**config.mk**
```make
export PLATFORM = sky130hd
export DESIGN_NAME = tdc_echo_packer
export DESIGN_NICKNAME = d
export VERILOG_FILES = /design/src/rtl/tdc_echo_packer.sv
export SDC_FILE = /design/constraint.sdc
export NUM_CORES = 1
export LEC_CHECK = 0
export BUFFER_PORTS_ARGS = -buffer_cell sky130_fd_sc_hd__buf_2
export CAP_MARGIN = 20
export CORE_MARGIN = 1
export CORE_UTILIZATION = 64
export CTS_BUF_LIST = sky130_fd_sc_hd__clkbuf_8
export CTS_CLUSTER_DIAMETER = 40
export DETAILED_ROUTE_END_ITERATION = 16
export PLACE_DENSITY = 0.88
export SYNTH_ARGS = -nofsm -noshare
export SYNTH_HDL_FRONTEND = slang
export SYNTH_SLANG_ARGS = --single-unit
```
**constraint.sdc**
```tcl
create_clock -name i_clk_100m -period 8.35 [get_ports i_clk_100m]
set_clock_uncertainty 0.2 [all_clocks]
set_input_delay 0.835 -clock i_clk_100m [delete_from_list [all_inputs] [get_ports i_clk_100m]]
set_output_delay 0.835 -clock i_clk_100m [all_outputs]
set_load 0.05 [all_outputs]
```
**src/rtl/tdc_echo_packer.sv**
```systemverilog
`default_nettype none
// ============================================================================
// Module   : tdc_echo_packer
// Purpose  : Groups TDC echo strobes into laser shots, computes pulse width and
//            streams one 64-bit point record per echo (or per empty shot)
//            through a first-word-fall-through record FIFO.
// Revision : 1.0 - initial release
// ============================================================================
module tdc_echo_packer #(
  parameter int unsigned FIFO_DEPTH = 16,
  parameter int unsigned MAX_ECHO   = 3,
  parameter logic [15:0] WIN_CLKS   = 16'd2000,
  parameter logic [15:0] MIN_WIDTH  = 16'd0
) (
  input  logic                          i_clk_100m,
  input  logic                          i_rst,
  input  logic                          i_tdc_strdy,
  input  logic                          i_tdc_sig,
  input  logic [15:0]                   i_tdc_rdata,
  input  logic [15:0]                   i_tdc_fdata,
  input  logic [15:0]                   i_tdc_angle1,
  input  logic [3:0]                    i_tdc_lasernum,
  output logic                          o_pkt_valid,
  input  logic                          i_pkt_ready,
  output logic [63:0]                   o_pkt_data,
  output logic [$clog2(FIFO_DEPTH):0]   o_fifo_level,
  output logic [15:0]                   o_ovf_cnt,
  output logic [15:0]                   o_stray_cnt
);

  localparam int unsigned          c_ptr_w    = $clog2(FIFO_DEPTH);
  localparam logic [2:0]           c_max_echo = 3'(MAX_ECHO);
  localparam logic [15:0]          c_win_last = WIN_CLKS - 16'd1;
  localparam logic [c_ptr_w:0]     c_lvl_full = (c_ptr_w + 1)'(FIFO_DEPTH);
  localparam logic [c_ptr_w:0]     c_lvl_one  = (c_ptr_w + 1)'(1);
  localparam logic [c_ptr_w-1:0]   c_ptr_one  = c_ptr_w'(1);

  typedef enum logic [1:0] {
    ST_IDLE  = 2'd0,
    ST_LATCH = 2'd1,
    ST_ARMED = 2'd2,
    ST_CLOSE = 2'd3
  } state_t;

  state_t              r_state;
  logic                r_strdy_pend;
  logic [15:0]         r_win_cnt;
  logic [2:0]          r_echo_cnt;
  logic [15:0]         r_angle;
  logic [3:0]          r_laser;
  logic                r_stage_vld;
  logic [63:0]         r_stage_rec;
  logic [15:0]         r_stray_cnt;
  logic [15:0]         r_ovf_cnt;

  logic [63:0]         r_mem [FIFO_DEPTH];
  logic [c_ptr_w-1:0]  r_wr_ptr;
  logic [c_ptr_w-1:0]  r_rd_ptr;
  logic [c_ptr_w:0]    r_level;

  logic                w_werr;
  logic [15:0]         w_width;
  logic                w_pass;
  logic                w_keep;
  logic                w_stray;
  logic [63:0]         w_echo_rec;
  logic [63:0]         w_noecho_rec;
  logic                w_full;
  logic                w_empty;
  logic                w_push_ok;
  logic                w_pop;

  // Reversed edges are kept as werr records and bypass the width filter.
  assign w_werr       = (i_tdc_fdata < i_tdc_rdata);
  assign w_width      = w_werr ? 16'h0000 : (i_tdc_fdata - i_tdc_rdata);
  assign w_pass       = w_werr || (w_width >= MIN_WIDTH);
  assign w_keep       = (r_state == ST_ARMED) && i_tdc_sig && w_pass && (r_echo_cnt < c_max_echo);
  assign w_stray      = i_tdc_sig && (r_state != ST_ARMED);

  assign w_echo_rec   = {r_laser, r_echo_cnt[1:0], 1'b0, w_werr, r_angle,
                         i_tdc_rdata, w_width, 8'h00};
  assign w_noecho_rec = {r_laser, 2'b00, 1'b1, 1'b0, r_angle, 16'h0000, 16'h0000, 8'h00};

  always_ff @(posedge i_clk_100m or posedge i_rst) begin
    if (i_rst) begin
      r_state      <= ST_IDLE;
      r_strdy_pend <= 1'b0;
      r_win_cnt    <= 16'h0000;
      r_echo_cnt   <= 3'd0;
      r_angle      <= 16'h0000;
      r_laser      <= 4'h0;
      r_stage_vld  <= 1'b0;
      r_stage_rec  <= 64'h0;
    end else begin
      r_stage_vld <= 1'b0;
      case (r_state)
        ST_IDLE: begin
          if (i_tdc_strdy) begin
            r_state <= ST_LATCH;
          end
        end
        ST_LATCH: begin
          r_angle      <= i_tdc_angle1;
          r_laser      <= i_tdc_lasernum;
          r_echo_cnt   <= 3'd0;
          r_win_cnt    <= 16'h0000;
          r_strdy_pend <= 1'b0;
          r_state      <= ST_ARMED;
        end
        ST_ARMED: begin
          r_win_cnt <= r_win_cnt + 16'd1;
          if (w_keep) begin
            r_stage_vld <= 1'b1;
            r_stage_rec <= w_echo_rec;
            r_echo_cnt  <= r_echo_cnt + 3'd1;
          end
          if (i_tdc_strdy) begin
            r_strdy_pend <= 1'b1;
          end
          if (i_tdc_strdy || (r_win_cnt == c_win_last)) begin
            r_state <= ST_CLOSE;
          end
        end
        ST_CLOSE: begin
          if (r_echo_cnt == 3'd0) begin
            r_stage_vld <= 1'b1;
            r_stage_rec <= w_noecho_rec;
          end
          r_strdy_pend <= 1'b0;
          r_state      <= (r_strdy_pend || i_tdc_strdy) ? ST_LATCH : ST_IDLE;
        end
        default: begin
          r_state <= ST_IDLE;
        end
      endcase
    end
  end

  always_ff @(posedge i_clk_100m or posedge i_rst) begin
    if (i_rst) begin
      r_stray_cnt <= 16'h0000;
    end else if (w_stray && (r_stray_cnt != 16'hFFFF)) begin
      r_stray_cnt <= r_stray_cnt + 16'd1;
    end
  end

  // Fullness is judged on the stored level, so a concurrent pop never makes room.
  assign w_full    = (r_level == c_lvl_full);
  assign w_empty   = (r_level == '0);
  assign w_push_ok = r_stage_vld && !w_full;
  assign w_pop     = !w_empty && i_pkt_ready;

  always_ff @(posedge i_clk_100m) begin
    if (w_push_ok) begin
      r_mem[r_wr_ptr] <= r_stage_rec;
    end
  end

  always_ff @(posedge i_clk_100m or posedge i_rst) begin
    if (i_rst) begin
      r_wr_ptr  <= '0;
      r_rd_ptr  <= '0;
      r_level   <= '0;
      r_ovf_cnt <= 16'h0000;
    end else begin
      if (w_push_ok) begin
        r_wr_ptr <= r_wr_ptr + c_ptr_one;
      end
      if (w_pop) begin
        r_rd_ptr <= r_rd_ptr + c_ptr_one;
      end
      case ({w_push_ok, w_pop})
        2'b10:   r_level <= r_level + c_lvl_one;
        2'b01:   r_level <= r_level - c_lvl_one;
        default: r_level <= r_level;
      endcase
      if (r_stage_vld && w_full && (r_ovf_cnt != 16'hFFFF)) begin
        r_ovf_cnt <= r_ovf_cnt + 16'd1;
      end
    end
  end

  assign o_pkt_valid  = !w_empty;
  assign o_pkt_data   = w_empty ? 64'h0 : r_mem[r_rd_ptr];
  assign o_fifo_level = r_level;
  assign o_ovf_cnt    = r_ovf_cnt;
  assign o_stray_cnt  = r_stray_cnt;

endmodule
`default_nettype wire

```
# --- Word level (Yosys, flattened, before mapping) ---
# Memory sizes are Yosys's and may differ from the RTL's.
# Index checks and enable logic that the tools add are counted.
op_classes:
  n_eq_ne: 15
  reduce_logical: 26
  mux: 20
  n_addsub: 9
  n_lt_le_gt_ge: 3
op_table:
  columns: ["op", "count"]
  rows:
  - ["64-bit 2-to-1 mux", 3]
  - ["64-bit case mux with 2 select lines", 1]
  - ["16-bit by 1-bit adder with 16-bit output, second input constant", 3]
  - ["16-bit != test, second input constant", 2]
  - ["16-bit case mux with 2 select lines", 1]
  - ["16-bit by 11-bit == test with 1-bit output, second input constant", 1]
  - ["16-bit by 1-bit >= comparator with 1-bit output, second input constant", 1]
  - ["16-bit < comparator", 1]
  - ["16-bit 2-to-1 mux", 1]
  - ["16-bit subtractor", 1]
  - ["2-bit != test, second input constant", 5]
  - ["5-bit case mux with 2 select lines", 1]
  - ["1-bit logical AND", 9]
  - ["4-bit by 1-bit adder with 4-bit output, second input constant", 2]
  - ["2-bit case mux with 4 select lines", 1]
  - ["2-bit nonzero test", 4]
  - ["2-bit == test, second input constant", 3]
  - ["1-bit 2-to-1 mux", 6]
  - ["3-bit case mux with 2 select lines", 1]
  - ["2-bit AND reduction", 3]
  - ["5-bit by 1-bit adder with 5-bit output, second input constant", 1]
  - ["5-bit == test, second input constant", 1]
  - ["5-bit logical NOT", 1]
  - ["5-bit by 1-bit subtractor with 5-bit output, second input constant", 1]
  - ["other kinds (13)", 19]
word_totals:
  ram_bits: 1024
  word_cells: 87
  n_memories: 1
  ff_bits: 152
memory_table:
  columns: ["memory", "words", "word_bits", "read_ports", "rd_clocked_by_memory_dff", "write_ports", "line_no", "source"]
  rows:
  - ["r_mem", 16, 64, 1, 0, 1, "56", "logic [63:0] r_mem [FIFO_DEPTH];"]

# --- Logic depth before layout (Yosys ltp) ---
depth:
  depth_word: 8
  depth_mapped: 14

# --- Worst setup path before layout ---
# No wires, ideal clock.
synth_path:
  path_type: "reg2reg"
  from: "register r_level[2] (netlist: o_fifo_level[2])"
  to: "memory r_mem[3][10] (enable)"
  setup_slack_ns: 2.087
  synth_period_minus_slack_ns: 6.263
  arrival_ns: 5.525
  setup_time_ns: 0.538
  stages_incl_launch_ff: 6
  path_cell_list: "dfrtp_1 clkbuf_1 nor4_1 a21boi_1 nand2_1 nor3_1"
synth_via:
  elab_chain_len: 5
synth_rtl:
  columns: ["element", "line_no", "source"]
  rows:
  - ["from (decl)", "59", "logic [c_ptr_w:0] r_level;"]
  - ["from (signal assigned)", "173", "2'b10: r_level <= r_level + c_lvl_one;"]
  - ["from (signal assigned)", "174", "2'b01: r_level <= r_level - c_lvl_one;"]
  - ["from (signal assigned)", "175", "default: r_level <= r_level;"]
  - ["5-bit == test", "148", "assign w_full = (r_level == c_lvl_full);"]
  - ["1-bit logical NOT", "150", "assign w_push_ok = r_stage_vld && !w_full;"]
  - ["1-bit logical AND", "150", null]
  - ["1-bit 2-to-1 mux", "154", "if (w_push_ok) begin"]
  - ["1-bit 2-to-1 mux (not written as such)", "155", "r_mem[r_wr_ptr] <= r_stage_rec;"]
  - ["to (decl)", "56", null]
# No other way between the ends.

# --- Final worst setup path ---
layout_path:
  from: "register r_rd_ptr[1]"
  to: "output o_pkt_data[13]"
layout_via:
  elab_chain_len: 2
layout_rtl:
  columns: ["element", "line_no", "source"]
  rows:
  - ["from (decl)", "58", "logic [c_ptr_w-1:0] r_rd_ptr;"]
  - ["from (signal assigned)", "170", "r_rd_ptr <= r_rd_ptr + c_ptr_one;"]
  - ["memory 16 x 64 bit", null, null]
  - ["64-bit 2-to-1 mux", "184", "assign o_pkt_data = w_empty ? 64'h0 : r_mem[r_rd_ptr];"]
  - ["to (decl)", "25", "output logic [63:0] o_pkt_data,"]
# No other way between the ends.

==> run_summary.xml <==
<?xml version="1.0" encoding="UTF-8"?>
<metrics>
  <group name="outcome">
    <metric name="outcome" unit="">finished, final reports clean</metric>
  </group>
  <group name="power_and_ir_drop">
    <metric name="share_comb_of_total_power" unit="%">32.0</metric>
    <metric name="pwr-share-seq" unit="%">44.1</metric>
    <metric name="p_sw_share" unit="%">36.0</metric>
    <metric name="clock_power_share" unit="%">24.0</metric>
    <metric name="max-vdd-ir-drop" unit="mV">0.295</metric>
    <metric name="power_report.internal_total" unit="uW">11300</metric>
    <metric name="static-leakage-power" unit="uW">0.0160</metric>
    <metric name="power.switching" unit="uW">6370</metric>
    <metric name="power_density" unit="nW/um^2">384</metric>
  </group>
  <group name="yosys">
    <metric name="post_synth_edffs" unit="">896</metric>
    <metric name="synthesis.area" unit="um^2">41100</metric>
    <metric name="yosysSeqAreaShare" unit="%">74.2</metric>
    <metric name="synth_flop_cell" unit="">sky130_fd_sc_hd__edfxtp_1</metric>
    <metric name="asyncSetResetFlopFracSynth" unit="%">13.8</metric>
    <metric name="synth.distinct_cells" unit="">60</metric>
    <metric name="netlist_instances" unit="">1980</metric>
    <metric name="synth.ff_latch_count" unit="">1040</metric>
    <metric name="yosys_synthesis_warning_count" unit="">0</metric>
    <metric name="synth.avg_cell_area" unit="um^2">20.8</metric>
  </group>
  <group name="place">
    <metric name="dpl.cell_count" unit="">2915</metric>
    <metric name="dp_hpwl" unit="um">51600</metric>
    <metric name="finalWeightedCongestion" unit="">0.862</metric>
    <metric name="io_buffer_count" unit="">150</metric>
    <metric name="placed_area" unit="um^2">42800</metric>
  </group>
  <group name="timing">
    <metric name="timing.final.hold_violations" unit="">0</metric>
    <metric name="tns" unit="ns">0</metric>
    <metric name="setup_repair_after_global_routing_missed_its_margin" unit="">no</metric>
    <metric name="slew-limit-headroom" unit="%">19.0</metric>
    <metric name="finalSetupViolations" unit="">0</metric>
    <metric name="timing_worst_slew_pin_value" unit="ns">1.21</metric>
    <metric name="layout_worst_path_cycle_share" unit="%">63.7</metric>
    <metric name="achievable_clock_frequency" unit="MHz">188</metric>
    <metric name="finalWorstPathRequiredPeriod" unit="ns">5.32</metric>
    <metric name="report.final.slew_viol_count" unit="">0</metric>
  </group>
  <group name="detailed_routing">
    <metric name="post_drt_via_cell_ratio" unit="">6.94</metric>
    <metric name="dr.first_iter.drc_count" unit="">3356</metric>
    <metric name="ant_nets" unit="">0</metric>
    <metric name="drt_drc_violations_left" unit="">0</metric>
    <metric name="via_count" unit="">22300</metric>
    <metric name="detail_route.first_pass.iterations" unit="">8</metric>
    <metric name="wl" unit="um">105000</metric>
    <metric name="avgRoutedWirePerCell" unit="um">32.8</metric>
  </group>
  <group name="finish">
    <metric name="fin_cells" unit="">3211</metric>
    <metric name="fin_util" unit="%">72.7</metric>
    <metric name="final_design_area_no_fill" unit="um^2">46000</metric>
    <metric name="area_growth_syn_to_layout" unit="%">11.9</metric>
    <metric name="final_net_count" unit="">2320</metric>
    <metric name="filler_cell_count" unit="">3308</metric>
    <metric name="layout.cells.most_common_list" unit="">sky130_fd_sc_hd__edfxtp_1 (896), sky130_fd_sc_hd__mux4_2 (280), sky130_fd_sc_hd__clkbuf_8 (183), sky130_fd_sc_hd__buf_2 (150), sky130_fd_sc_hd__dfrtp_1 (140)</metric>
    <metric name="post_route_cells_drive_above_1_share" unit="%">31.7</metric>
    <metric name="mostFrequentLayoutCell" unit="">sky130_fd_sc_hd__edfxtp_1</metric>
  </group>
  <group name="clock_network">
    <metric name="clk_pin_slew_worst_paths" unit="ns">0.06</metric>
    <metric name="worst_skew_pair.late_latency" unit="ns">0.81</metric>
    <metric name="tritoncts_num_sinks" unit="">1040</metric>
    <metric name="htree_levels" unit="">4</metric>
    <metric name="postCtsSetupRepairBufs" unit="">0</metric>
    <metric name="cts-root-buf" unit="">sky130_fd_sc_hd__clkbuf_8</metric>
    <metric name="holdBufCountCts" unit="">0</metric>
    <metric name="number_of_cts_inserted_buffers" unit="">157</metric>
    <metric name="cts_max_path_buffers" unit="">3</metric>
    <metric name="cts_repair_resize_count" unit="">0</metric>
    <metric name="clock_tree_from_tritoncts" unit="">yes</metric>
  </group>
  <group name="global_route">
    <metric name="track_usage" unit="%">32.8</metric>
    <metric name="grt_max_degree" unit="">103</metric>
    <metric name="grt_antenna_before_repair" unit="">8</metric>
    <metric name="first_global_vias" unit="">23700</metric>
    <metric name="globalRoute.totalOverflow" unit="">0</metric>
    <metric name="wire_length_of_the_first_global_routing_pass" unit="um">153000</metric>
  </group>
  <group name="die">
    <metric name="rows" unit="">92</metric>
    <metric name="die_height" unit="um">256</metric>
    <metric name="floorplan.die_area" unit="um^2">65300</metric>
    <metric name="die_x" unit="um">256</metric>
    <metric name="initial_utilization" unit="%">65.0</metric>
    <metric name="coreArea" unit="um^2">63300</metric>
    <metric name="ios" unit="">159</metric>
  </group>
  <group name="setup_path">
    <metric name="worst_setup_path_end_kind" unit="">output pin</metric>
    <metric name="worstPathCellList" unit="">buf_4 -&gt; mux4_2 -&gt; mux4_2 -&gt; and2_1 -&gt; buf_2</metric>
    <metric name="worstSetupPathType" unit="">flop to output pin</metric>
    <metric name="startpoint_type" unit="">flop</metric>
    <metric name="cp_common_cell" unit="">sky130_fd_sc_hd__mux4_2</metric>
    <metric name="critPathSlowestCell" unit="">sky130_fd_sc_hd__dfrtp_4</metric>
    <metric name="crit_path_max_incr_delay" unit="ns">1.20</metric>
    <metric name="worst_ep_required_time" unit="ns">7.32</metric>
    <metric name="worst_ep_arrival_time" unit="ns">4.28</metric>
    <metric name="cp_max_fo" unit="">76</metric>
  </group>
  <group name="job">
    <metric name="max_cap_violations" unit="">0</metric>
  </group>
  <group name="min_path">
    <metric name="kind_of_path_behind_the_tightest_hold_check" unit="">input pin to async pin</metric>
  </group>
</metrics>
## layer usage
layer / GRT usage [%] / share of wire, %
met1: 40.9 / 32
met2: 53.3 / 50
met3: 8.83 / 12
met4: 17.4 / 6.0
met5: 0 / 0.011
## critical path, delay by kind of cell (launching register included)
kind	cells	cell delay, ns
flip-flops	1	1.20
buffers and inverters	2	1.08
multiplexers	2	0.89
AND/OR/NAND/NOR	1	0.23
## synthesized netlist by cell type, types with 4 or more instances
master | count | area share (%)
sky130_fd_sc_hd__nand4_1 | 18 | 0.27
sky130_fd_sc_hd__xnor2_1 | 37 | 0.79
sky130_fd_sc_hd__and4_1 | 4 | 0.085
sky130_fd_sc_hd__nor3_1 | 8 | 0.097
sky130_fd_sc_hd__nor4_1 | 6 | 0.091
sky130_fd_sc_hd__buf_6 | 16 | 0.44
sky130_fd_sc_hd__nand2b_1 | 4 | 0.061
sky130_fd_sc_hd__mux4_2 | 280 | 15
sky130_fd_sc_hd__o21a_1 | 4 | 0.073
sky130_fd_sc_hd__o21ai_0 | 19 | 0.23
sky130_fd_sc_hd__mux2_2 | 44 | 1.2
sky130_fd_sc_hd__a21oi_1 | 20 | 0.24
sky130_fd_sc_hd__nand3_1 | 25 | 0.30
sky130_fd_sc_hd__and2_1 | 60 | 0.91
sky130_fd_sc_hd__edfxtp_1 | 896 | 65
sky130_fd_sc_hd__buf_4 | 8 | 0.15
sky130_fd_sc_hd__a22o_1 | 13 | 0.28
sky130_fd_sc_hd__o31ai_1 | 22 | 0.40
sky130_fd_sc_hd__clkbuf_1 | 52 | 0.47
sky130_fd_sc_hd__nand2_1 | 72 | 0.66
sky130_fd_sc_hd__a31oi_1 | 4 | 0.061
sky130_fd_sc_hd__buf_2 | 18 | 0.22
sky130_fd_sc_hd__dfrtp_1 | 144 | 8.8
sky130_fd_sc_hd__nor2b_1 | 6 | 0.091
sky130_fd_sc_hd__buf_1 | 7 | 0.064
sky130_fd_sc_hd__nor2_1 | 54 | 0.49
sky130_fd_sc_hd__inv_1 | 36 | 0.33
sky130_fd_sc_hd__ha_1 | 34 | 1.0
sky130_fd_sc_hd__a21o_1 | 4 | 0.073
sky130_fd_sc_hd__xor2_1 | 25 | 0.53
## worst paths after layout
path                            startpoint               to  slack, ns  cells past startpoint
max                            r_rd_ptr[1]   o_pkt_data[13]       3.03                      5
min                                  i_rst     r_win_cnt[1]       0.02                      2
max reg2reg                o_fifo_level[1]    r_mem[11][52]       4.48                      5
min reg2reg                   o_ovf_cnt[7]     o_ovf_cnt[7]       0.30                      1
max in group asynchronous            i_rst  r_stage_rec[54]       6.46                      3
min in group i_clk_100m    i_tdc_angle1[3]       r_angle[3]       0.07                      2
## cell type report
type | instances | area (um^2) | area share, %
antenna | 7 | 17.5 | 0.0380
timing repair buffer | 184 | 1040 | 2.26
inverter | 36 | 140 | 0.304
tap | 846 | 1060 | 2.30
multi-input combinational | 809 | 10100 | 21.9
clock inverter | 106 | 669 | 1.45
sequential | 1040 | 30500 | 66.3
clock buffer | 183 | 2520 | 5.47
## registers in the layout (all words and copies together), names as in the netlist
register	flops
o_stray_cnt	16
r_laser	4
o_ovf_cnt	16
r_strdy_pend	1
r_wr_ptr	4
r_echo_cnt	3
r_stage_vld	1
o_fifo_level	5
r_state	2
r_rd_ptr	4
r_stage_rec	56
r_win_cnt	16
r_mem	896
r_angle	16
## kinds of logic after synthesis
| family | count (synthesis) | share of synthesized area, % |
|---|---|---|
| AOI/OAI and AO/OA | 109 | 1.84 |
| xor gates and xnor gates | 62 | 1.32 |
| adders and majority gates | 35 | 1.08 |
| buffers and inverters | 138 | 1.68 |
| DFF | 1040 | 74.2 |
| muxes | 326 | 16.6 |
| other | 1 | 0.00912 |
| and+or+nand+nor | 269 | 3.30 |
## power by group through the flow
stage          Combinational [uW]  Clock [uW]  Sequential (uW)
3_5_place_dp                 5540           0             7820
2_1_floorplan                4320           0             7460
6_report                     5650        4240             7790
5_1_grt                      5890        4470             7850
3_3_place_gp                 5350           0             7690
4_1_cts                      5650        4250             7750
## through the flow
| step | hold slack, ns | setup WS, ns | power (uW) |
|---|---|---|---|
| 2_1_floorplan | 0.277 | 2.09 | 11800 |
| 3_3_place_gp | 0.272 | 3.99 | 13000 |
| 3_5_place_dp | 0.287 | 3.96 | 13400 |
| 4_1_cts | 0.00510 | 3.06 | 17600 |
| 5_1_grt | 0.0411 | 2.98 | 18200 |
| 6_report | 0.0206 | 3.03 | 17700 |
Note: power is estimated with default switching activity, not from simulation.
